<file path="src/rtl/branch_exec_q_pkg.sv">
// Shared types for the branch execution queue and its compare/target unit.
package branch_exec_q_pkg;

    // Compare operation, encoded like the RISC-V branch funct3 field
    typedef enum logic [2:0] {
        BR_BEQ  = 3'b000,
        BR_BNE  = 3'b001,
        BR_BLT  = 3'b100,
        BR_BGE  = 3'b101,
        BR_BLTU = 3'b110,
        BR_BGEU = 3'b111
    } branch_op_t;

    // Kind of control op arriving from the branch reservation station
    typedef enum logic [1:0] {
        ITYPE_BRANCH = 2'b00,
        ITYPE_JAL    = 2'b01,
        ITYPE_JALR   = 2'b10,
        ITYPE_OTHER  = 2'b11
    } inst_type_t;

    localparam int RESOLVE_XLEN  = 32;
    localparam int RESOLVE_ROB_W = 5;

    // Redirect record as seen by front-end consumers (fetch / ROB recovery)
    typedef struct packed {
        logic                     valid;
        logic [RESOLVE_XLEN-1:0]  pc;
        logic [RESOLVE_ROB_W-1:0] rob_id;
    } branch_resolve_t;

endpackage

</file>
<file path="src/rtl/branch_exec_q_branch_unit.sv">
// Combinational branch resolver: direction compare and next-PC target.
// The core has no compressed instructions, so JALR targets are word aligned.
module branch_unit
    import branch_exec_q_pkg::*;
#(
    parameter int XLEN = 32
) (
    input  logic [XLEN-1:0] rs1,
    input  logic [XLEN-1:0] rs2,
    input  branch_op_t      op,
    input  inst_type_t      inst_type,
    input  logic [XLEN-1:0] pc,
    input  logic [XLEN-1:0] imm,
    output logic            taken,
    output logic [XLEN-1:0] target
);

    logic [XLEN-1:0] jalr_sum;

    assign jalr_sum = rs1 + imm;

    // Resolve direction and target for the op type presented this cycle
    always_comb begin
        taken  = 1'b0;
        target = '0;
        case (inst_type)
            ITYPE_BRANCH: begin
                target = pc + imm;
                case (op)
                    BR_BEQ:  taken = (rs1 == rs2);
                    BR_BNE:  taken = (rs1 != rs2);
                    BR_BLT:  taken = ($signed(rs1) < $signed(rs2));
                    BR_BGE:  taken = ($signed(rs1) >= $signed(rs2));
                    BR_BLTU: taken = (rs1 < rs2);
                    BR_BGEU: taken = (rs1 >= rs2);
                    default: taken = 1'b0;
                endcase
            end
            ITYPE_JAL: begin
                taken  = 1'b1;
                target = pc + imm;
            end
            ITYPE_JALR: begin
                taken  = 1'b1;
                target = jalr_sum & ~XLEN'(3);
            end
            default: begin
                taken  = 1'b0;
                target = '0;
            end
        endcase
    end

endmodule

</file>
<file path="src/rtl/branch_exec_q.sv">
// Branch/jump execution unit with an in-order result FIFO feeding CDB
// arbitration, mispredict redirect generation and saturating perf counters.
module branch_exec_q
    import branch_exec_q_pkg::*;
#(
    parameter int XLEN   = 32,
    parameter int PREG_W = 6,
    parameter int ROB_W  = 5,
    parameter int DEPTH  = 2,
    parameter int CNT_W  = 32
) (
    input  logic              clk,
    input  logic              rst_n,
    input  logic              valid_in,
    output logic              ready_out,
    input  logic [XLEN-1:0]   rs1_data,
    input  logic [XLEN-1:0]   rs2_data,
    input  branch_op_t        branch_op,
    input  inst_type_t        inst_type,
    input  logic [XLEN-1:0]   pc,
    input  logic [XLEN-1:0]   imm,
    input  logic              pred_taken,
    input  logic [XLEN-1:0]   pred_target,
    input  logic [PREG_W-1:0] dest_preg,
    input  logic [ROB_W-1:0]  rob_id,
    input  logic              flush,
    output logic              cdb_req,
    input  logic              cdb_grant,
    output logic              cdb_valid,
    output logic [PREG_W-1:0] cdb_preg,
    output logic [XLEN-1:0]   cdb_data,
    output logic [ROB_W-1:0]  cdb_rob_id,
    output logic              redirect_valid,
    output logic [XLEN-1:0]   redirect_pc,
    output logic [ROB_W-1:0]  redirect_rob_id,
    output logic [CNT_W-1:0]  br_count,
    output logic [CNT_W-1:0]  mispred_count
);

    localparam int PTR_W = (DEPTH > 1) ? $clog2(DEPTH) : 1;
    localparam int OCC_W = $clog2(DEPTH + 1);
    localparam logic [PTR_W-1:0] LAST_PTR = PTR_W'(DEPTH - 1);
    localparam logic [OCC_W-1:0] FULL_OCC = OCC_W'(DEPTH);

    logic [XLEN-1:0]   mem_data [DEPTH];
    logic [PREG_W-1:0] mem_preg [DEPTH];
    logic [ROB_W-1:0]  mem_rob  [DEPTH];
    logic [PTR_W-1:0]  wr_ptr;
    logic [PTR_W-1:0]  rd_ptr;
    logic [OCC_W-1:0]  occupancy;

    logic              full;
    logic              push;
    logic              pop;
    logic [XLEN-1:0]   rs1_gated;
    logic [XLEN-1:0]   rs2_gated;
    logic              taken;
    logic [XLEN-1:0]   target;
    logic [XLEN-1:0]   pc_plus4;
    logic [XLEN-1:0]   entry_data;
    logic              mispredict;

    assign full      = (occupancy == FULL_OCC);
    assign cdb_req   = (occupancy != '0);
    assign pop       = cdb_req & cdb_grant & ~flush;
    assign ready_out = ~full | pop;
    assign push      = valid_in & ready_out & ~flush;

    assign rs1_gated = valid_in ? rs1_data : '0;
    assign rs2_gated = valid_in ? rs2_data : '0;
    assign pc_plus4  = pc + XLEN'(4);

    branch_unit #(
        .XLEN (XLEN)
    ) u_branch_unit (
        .rs1       (rs1_gated),
        .rs2       (rs2_gated),
        .op        (branch_op),
        .inst_type (inst_type),
        .pc        (pc),
        .imm       (imm),
        .taken     (taken),
        .target    (target)
    );

    // Pick the value written back to the destination register for this op
    always_comb begin
        entry_data = '0;
        mispredict = 1'b0;
        case (inst_type)
            ITYPE_BRANCH: begin
                entry_data = {target[XLEN-1:1], taken};
                mispredict = (taken != pred_taken) | (taken & (target != pred_target));
            end
            ITYPE_JAL, ITYPE_JALR: begin
                entry_data = pc_plus4;
                mispredict = ~pred_taken | (target != pred_target);
            end
            default: begin
                entry_data = '0;
                mispredict = 1'b0;
            end
        endcase
    end

    // Result storage; only the pointers and occupancy need a reset
    always_ff @(posedge clk) begin
        if (push) begin
            mem_data[wr_ptr] <= entry_data;
            mem_preg[wr_ptr] <= dest_preg;
            mem_rob[wr_ptr]  <= rob_id;
        end
    end

    // FIFO pointers and occupancy, cleared by flush
    always_ff @(posedge clk or negedge rst_n) begin
        if (!rst_n) begin
            wr_ptr    <= '0;
            rd_ptr    <= '0;
            occupancy <= '0;
        end else if (flush) begin
            wr_ptr    <= '0;
            rd_ptr    <= '0;
            occupancy <= '0;
        end else begin
            if (push) begin
                wr_ptr <= (wr_ptr == LAST_PTR) ? '0 : wr_ptr + PTR_W'(1);
            end
            if (pop) begin
                rd_ptr <= (rd_ptr == LAST_PTR) ? '0 : rd_ptr + PTR_W'(1);
            end
            if (push && !pop) begin
                occupancy <= occupancy + OCC_W'(1);
            end else if (pop && !push) begin
                occupancy <= occupancy - OCC_W'(1);
            end
        end
    end

    // Move the FIFO head onto the CDB when the arbiter grants
    always_ff @(posedge clk or negedge rst_n) begin
        if (!rst_n) begin
            cdb_valid  <= 1'b0;
            cdb_preg   <= '0;
            cdb_data   <= '0;
            cdb_rob_id <= '0;
        end else begin
            cdb_valid <= pop;
            if (pop) begin
                cdb_preg   <= mem_preg[rd_ptr];
                cdb_data   <= mem_data[rd_ptr];
                cdb_rob_id <= mem_rob[rd_ptr];
            end
        end
    end

    // One-cycle redirect pulse for every accepted mispredict
    always_ff @(posedge clk or negedge rst_n) begin
        if (!rst_n) begin
            redirect_valid  <= 1'b0;
            redirect_pc     <= '0;
            redirect_rob_id <= '0;
        end else begin
            redirect_valid <= push & mispredict;
            if (push && mispredict) begin
                redirect_pc     <= taken ? target : pc_plus4;
                redirect_rob_id <= rob_id;
            end
        end
    end

    // Saturating counts of resolved control ops and of mispredicts
    always_ff @(posedge clk or negedge rst_n) begin
        if (!rst_n) begin
            br_count      <= '0;
            mispred_count <= '0;
        end else begin
            if (push && (br_count != '1)) begin
                br_count <= br_count + CNT_W'(1);
            end
            if (push && mispredict && (mispred_count != '1)) begin
                mispred_count <= mispred_count + CNT_W'(1);
            end
        end
    end

endmodule

</file>
<file path="config.mk">
export PLATFORM = sky130hd
export DESIGN_NAME = branch_exec_q
export DESIGN_NICKNAME = d
export VERILOG_FILES = /design/src/rtl/branch_exec_q_pkg.sv /design/src/rtl/branch_exec_q_branch_unit.sv /design/src/rtl/branch_exec_q.sv
export SDC_FILE = /design/constraint.sdc
export NUM_CORES = 1
export LEC_CHECK = 0
export BUFFER_PORTS_ARGS = -buffer_cell sky130_fd_sc_hd__buf_4
export CAP_MARGIN = 20
export CORE_UTILIZATION = 60
export CTS_BUF_LIST = sky130_fd_sc_hd__clkbuf_16
export CTS_CLUSTER_DIAMETER = 80
export DETAILED_ROUTE_END_ITERATION = 10
export PLACE_DENSITY = 0.87
export SKIP_CTS_REPAIR_TIMING = 1
export SLEW_MARGIN = 0
export SYNTH_ARGS = -nofsm -noshare
export SYNTH_HDL_FRONTEND = slang
export SYNTH_HIERARCHICAL = 1
export SYNTH_SLANG_ARGS = --single-unit
</file>
<file path="constraint.sdc">
create_clock -name clk -period 8.6 [get_ports clk]
set_input_delay 0.86 -clock clk [delete_from_list [all_inputs] [get_ports clk]]
set_output_delay 0.86 -clock clk [all_outputs]
set_load 0.02 [all_outputs]
</file>
==> results of run 1 <==
## final cells by class
type	count	area [µm²]	share of cell area, %
inverters	75	282	1.47
repair buffers	341	2580	13.5
well taps	330	413	2.15
diodes	1	2.50	0.0131
clock inverters	18	183	0.953
multi-input cells	1208	8740	45.6
flip-flops and latches	236	6340	33.1
clock buffers	25	626	3.26
## Yosys cell counts, drive strengths merged (41+ instances only)
master,instances
a21oi,105
a22oi,44
and2,72
clkbuf,43
dfrtp,150
edfxtp,86
ha,102
inv,75
mux2i,76
nand2,77
nand3,54
nand4,55
nor2,145
xnor2,135
xor2,41
## registers in the layout (all words and copies together), names as in the netlist
signal           flops
cdb_data            32
mispred_count       32
rd_ptr               1
wr_ptr               1
cdb_valid            1
redirect_valid       1
mem_data            64
occupancy            2
cdb_preg             6
redirect_rob_id      5
br_count            32
mem_preg            12
cdb_rob_id           5
redirect_pc         32
mem_rob             10
## cells by family (layout without fill, tap and decap cells)
kind of cell             count (synthesis)  count (layout)  synth area share (%)
AND/OR/NAND/NOR                        515             515                  17.3
AO/OA/AOI/OAI                          303             303                  12.8
flip-flops                             236             236                  40.6
XOR/XNOR                               176             176                  9.89
buffers and inverters                  137             459                  3.57
multiplexers                           111             111                  7.43
adder cells (fa/ha/maj)                103             103                  8.31
other                                    0               1                     0
## routing by layer
layer / up-vias / global-route usage, %
li1: 6300 / -
met1: 6515 / 43.8
met2: 760 / 53.7
met3: 129 / 4.72
met4: 0 / 14.7
met5: - / 0
## power by group through the flow
stage | sequential [mW] | clock (mW) | combinational [mW]
5_1_grt | 1.47 | 1.11 | 1.33
3_3_place_gp | 1.46 | 0 | 1.19
3_5_place_dp | 1.48 | 0 | 1.22
4_1_cts | 1.46 | 1.06 | 1.23
2_1_floorplan | 1.63 | 0 | 0.537
6_report | 1.46 | 1.05 | 1.24
## critical path, cell delays in order
cell	delay [ns]
buf_4	0.39
and2_1	0.24
ha_1	0.24
a31oi_1	0.21
o21bai_1	0.16
a41oi_1	0.52
o22ai_1	0.25
o21ai_0	0.43
o31ai_1	0.21
a211oi_1	0.45
mux2i_1	0.15
a211o_1	0.31
xor2_1	0.18
nor4_1	0.32
nand3_1	0.18
buf_4	0.30
nand2_2	0.77
mux2_2	0.42
## per-stage QoR
| stage | std cells | power (mW) |
|---|---|---|
| global route | 2233 | 3.91 |
| detailed placement | 2189 | 2.69 |
| CTS | 2232 | 3.74 |
| finish | 2234 | 3.74 |
| global placement | 2189 | 2.65 |
| floorplan | 1581 | 2.16 |
## layout by cell type (no fill, tap or decap), drive strengths merged, types with 8 or more instances in the layout
cell	Yosys	layout
buf	19	341
dfrtp	150	150
nor2	145	145
xnor2	135	135
a21oi	105	105
ha	102	102
edfxtp	86	86
inv	75	82
nand2	77	77
mux2i	76	76
and2	72	72
nand4	55	55
nand3	54	54
a22oi	44	44
xor2	41	41
mux2	35	35
o21ai	34	34
a21o	30	30
clkbuf	43	25
and3	25	25
nor3	24	24
nand2b	12	12
o22ai	12	12
o21a	10	10
o21bai	10	10
and4	9	9
nor2b	8	8
a211oi	8	8
## worst max-delay path by stage
| stage | end | slack [ns] | from |
|---|---|---|---|
| final | redirect_pc[22] | 2.33 | valid_in |
| after global routing | redirect_rob_id[4] | 1.83 | valid_in |
| after CTS | redirect_rob_id[2] | 2.42 | valid_in |
| after detailed placement | redirect_pc[22] | 1.88 | valid_in |
| after global placement | redirect_pc[29] | 2.09 | valid_in |
| after floorplan | redirect_pc[25] | 3.25 | valid_in |
==> run metrics, run 1 <==
area added between synthesis and finish=22.9%; CTS tree=built; gr usage total=33.0%; R2R setup slack=5.46 ns; Die Y=163 µm; worst setup margin=approximately 2.3 ns; Max Clk Rate=159 MHz; Cells after Synth=around 1600; Int Pwr=between 2 and 2.5 mW; Mean Syn Cell Area=9.86 µm²; Register-to-Register Path Depth=7; setup TNS=0 ns; Bufs on Longest Clock Path=3; WHS=0.337 ns; Initial Util=61.6%; Worst-path clk slew=approximately 0.060 ns; WL met2=20800 µm; Placeable Area=0.0253 mm²; Primary FF master, synth=dfrtp_1; Power Density=195 mW/mm²; post-layout util=75.7%; EDFF count, synth=86; first-pass GRT wire length=approximately 70000 µm; ys async rst share=between 60% and 70%; nets=2171; CP Class=input pin to flip-flop; initial antenna violation count=0; worst-margin pin slew=0.989 ns; max_slew headroom=33.9%; ranking of synthesized cells by area=dfrtp_1, edfxtp_1, ha_1; DR top layer=met4; Hold Vio Cnt, Final=0; drt drc=0; clk_skew=about 0.025 ns; worst ir drop on vdd=around 0.2 mV; chip width=between 150 and 200 µm; post-synth net total=1866; die area=0.0266 mm²; Net Sw Power=roughly 1.3 mW; vias per cell=6.13; FF-to-FF Start=mispred_count[0]; Leak Pwr=8.60 nW; Max-Cap Viols=0; Synth Register Bits=approximately 240; WL met1=approximately 18000 µm; Final setup viols=0; CTS H-tree depth=1; register area share after synthesis=40.6%; Synth area leader=dfrtp_1; crit share post-route=between 70% and 80%; proportion of layout cells with a drive suffix above 1=23.6%; Switching Fraction=about a third; Fill cells=1780; Final Max Slew Viols=0; top-area cell type share of the netlist area=about a quarter; outcome=finished, final reports clean; Rows=slightly below 60; Post-DRT Antenna Nets=0; Cell variety after synth=86; Detailed Route WL=around 44000 µm; Reg-to-Reg End=mispred_count[1]; Routed WL per cell=19.9 µm; Worst-Skew Late Latency=0.52 ns; synth warn=6; initial drt markers=1593; WP data arrival=6.66 ns; post-route cell area=around 0.019 mm²; Comb pwr share=between 30% and 40%; IO buf count=329; Routability Congestion=0.984; Worst Hold Class=input pin to async pin; root buffer cell=clkbuf_16; WL met3=3910 µm; number of CTS-inserted buffers=24; sequential fraction of design power=38.9%; Clk pwr share=28.0%; dpl ws=1.88 ns; First-pass DRT Iterations=6; vias post-DR=13704; global route overflow=0; Worst Setup End Kind=flip-flop; Worst Path Max Fanout=73; # clock sinks=236; largest net degree at the start of global routing=88; RSZ-0062 raised after global routing=no; Mapped Area=0.0156 mm²; vias in the first global route=13272; DP Wirelength=34100 µm; Worst Setup Start Kind=input pin; Period minus WS final=6.27 ns; DP Area=0.0183 mm²; Worst EP required=8.99 ns; IO Count=330
Power figures use the tool's default switching activity.
==> run 2, diff against run 1 <==
--- a/config.mk
+++ b/config.mk
@@ -5,13 +5,14 @@
 export SDC_FILE = /design/constraint.sdc
 export NUM_CORES = 1
 export LEC_CHECK = 0
+export ABC_AREA = 1
 export BUFFER_PORTS_ARGS = -buffer_cell sky130_fd_sc_hd__buf_4
 export CAP_MARGIN = 20
-export CORE_UTILIZATION = 60
+export CORE_UTILIZATION = 52
 export CTS_BUF_LIST = sky130_fd_sc_hd__clkbuf_16
 export CTS_CLUSTER_DIAMETER = 80
 export DETAILED_ROUTE_END_ITERATION = 10
-export PLACE_DENSITY = 0.87
+export PLACE_DENSITY = 0.78
 export SKIP_CTS_REPAIR_TIMING = 1
 export SLEW_MARGIN = 0
 export SYNTH_ARGS = -nofsm -noshare
==> constraint.sdc (replaced) <==
create_clock -name clk -period 5.5 [get_ports clk]
set_input_delay 0.55 -clock clk [delete_from_list [all_inputs] [get_ports clk]]
set_output_delay 0.55 -clock clk [all_outputs]
set_load 0.02 [all_outputs]
==> run 2 against run 1 <==
  * Register-to-register slack worse by 2.9 ns
  * Sequential power is 75% higher
  * Clock skew is 0.015 ns lower
  * Clock power is 31% higher
  * Total power is 80% higher
  * Combinational power is 130% higher
  * Cell count is 51% higher
  * Synthesized cell count is 64% higher
  * Setup slack worse by 1.3 ns
  * The run now ends with DRC left
  * Critical path depth is 11 higher
==> run metrics, run 2 <==
Power Density=310 mW/mm²; vias in the first global route=18148; most frequent cells in the layout=nand2_1, buf_4, inv_1, nor2_1, a21oi_1; Reg-to-Reg End=redirect_pc[31]; Routed WL per cell=approximately 19 µm; ranking of synthesized cells by area=dfrtp_1, nand2_1, edfxtp_1; drt drc=1; top-area cell type share of the netlist area=between 20% and 30%; Hold Vio Cnt, Final=0; max FFs per register=between 60 and 70; Reg with most FFs=mem_data; Initial Util=52.8%; WL met3=4400 µm; outcome=finished with violations; initial antenna violation count=1; IO buf count=329; Cells after Synth=2600; die area=0.0358 mm²; ys async rst share=63.6%; vias per cell=5.62; proportion of layout cells with a drive suffix above 1=approximately 15%; Mapped Area=~0.018 mm²; Cell Count Post-Placement=between 3000 and 4000; worst ir drop on vdd=0.325 mV; Worst Hold Class=input pin to async pin; Worst EP required=5.93 ns; number of CTS-inserted buffers=21; Most common cell on crit path=nand2_1; # clock sinks=between 200 and 250; Register-to-Register Path Depth=11; CTS H-tree depth=1; global route overflow=0; WP data arrival=4.91 ns; post-synth net total=2885; nets=3180; crit share post-route=around 80%; DP Wirelength=approximately 51000 µm; Ant. Diodes=0; CP Class=input pin to flip-flop; Critical-path top delay cell=a21oi_1; Worst Setup Start Kind=input pin; Commonest cells post-synth=nand2_1, inv_1, nor2_1; Final setup viols=0; Routability Congestion=slightly below 1; largest family of logic cells by synthesized area=simple AND/OR/NAND/NOR gates; IO Count=330; largest net degree at the start of global routing=101; CTS tree=built; Post-DRT Antenna Nets=0; Cell variety after synth=between 50 and 60; Worst Setup End Kind=flip-flop; Worst-path clk slew=0.07 ns; Critical Path Source=valid_in; worst-margin pin slew=~1.0 ns; simple-gate share of the synthesized area=32.0%; Placeable Area=about 0.034 mm²; max_slew headroom=33.6%; Rows=68; setup TNS=0 ns; WL met1=25100 µm; count leader, synth=nand2_1; Bufs on Longest Clock Path=3; Max Clk Rate=223 MHz; adder-cell share of the synthesized area=under 10%; Worst-Skew Late Latency=0.50 ns; WL met2=30300 µm; area added between synthesis and finish=19.4%; xor/xnor share of the synthesized area=4.04%; Synth Register Bits=236; Max-Cap Viols=0; Detailed Route WL=62900 µm; Synth area leader=dfrtp_1; post-route cell area=0.0217 mm²; Worst Path Max Fanout=36; Leak Pwr=between 10 and 15 nW; root buffer cell=clkbuf_16; leading cell type in the layout, fill and taps excluded=nand2_1; First-pass DRT Iterations=9; register area share after synthesis=34.8%; vias post-DR=18910; synth warn=6; Mean Syn Cell Area=around 7 µm²; mux share of post-synthesis cell area=0.550%; Final Max Slew Viols=0; failing checks=DRC; DR top layer=met5; RSZ-0062 raised after global routing=no; clk_skew=roughly 0.01 ns; chip width=189 µm; Synth Area in Compound Gates=around an eighth; Largest stage delay, worst path=0.36 ns; FF-to-FF Start=occupancy[1]; Die Y=189 µm; Period minus WS final=4.48 ns; Primary FF master, synth=dfrtp_1; initial drt markers=1653; Cell Count, Final, Fillers Out=3364; DP Area=0.0211 mm²; first-pass GRT wire length=96700 µm; gr usage total=between 30% and 40%; EDFF count, synth=86; R2R setup slack=2.59 ns
run 2: cell types whose count changed in the layout (fill, tap and decap cells not counted), moves of 44 or more:
cell,previous run,this run
o21ai_0,31,107
a22oi_1,44,0
nand3_1,54,151
xnor2_1,135,30
a21oi_1,105,157
mux2i_1,76,10
nand2_1,76,752
inv_1,80,302
and2_1,70,0
nor2_1,140,274
run 2: area by class of cell:
class	count	area (µm²)
Inverter	307	1150
Multi-Input combinational cell	1978	10400
Fill cell	3083	12700
Timing Repair Buffer	351	2660
Clock inverter	16	108
Sequential cell	236	6340
Clock buffer	21	526
Tap cell	455	569
run 2: per-layer routing:
| layer | vias up | track usage, % |
|---|---|---|
| li1 | 9153 | - |
| met1 | 8738 | 43.4 |
| met2 | 870 | 60.4 |
| met3 | 147 | 2.93 |
| met4 | 2 | 16.0 |
| met5 | - | 0 |
run 2: metrics by stage:
step	worst slack [ns]	hold WS (ns)	power [mW]	util, %
2_1_floorplan	1.57	0.254	4.10	-
3_3_place_gp	0.666	0.466	5.28	61.2
3_5_place_dp	0.639	0.469	5.35	61.2
4_1_cts	1.13	0.212	6.74	63.1
5_1_grt	0.428	0.210	7.10	63.1
6_report	1.02	0.161	6.74	63.1
run 2: power by group:
group          switching [mW]  internal (mW)
Combinational            1.76           1.04
Clock                   0.637          0.747
Sequential              0.324           2.23
run 2: logic make-up (layout without fill, tap and decap cells):
logic type | count (synthesis) | after routing
compound gates | 408 | 408
simple gates | 1373 | 1373
mux | 10 | 10
xor+xnor | 84 | 84
flops | 236 | 236
fa+ha+maj | 103 | 103
buf+inv | 386 | 695
run 2: worst max-delay path: cells and delay by family:
family	cells	cell delay [ns]
AND/OR/NAND/NOR	16	1.32
buffers and inverters	7	1.32
AO/OA/AOI/OAI	5	1.38
adder cells (fa/ha/maj)	1	0.29
run 2: worst max path at each step:
stage / cells past startpoint / end / slack, ns
after global routing: 29 / mispred_count[7] / 0.43
after global placement: 27 / redirect_pc[25] / 0.67
final: 29 / mispred_count[7] / 1.02
after CTS: 29 / mispred_count[7] / 1.13
after detailed placement: 28 / redirect_pc[26] / 0.64
after floorplan: 29 / redirect_pc[15] / 1.57
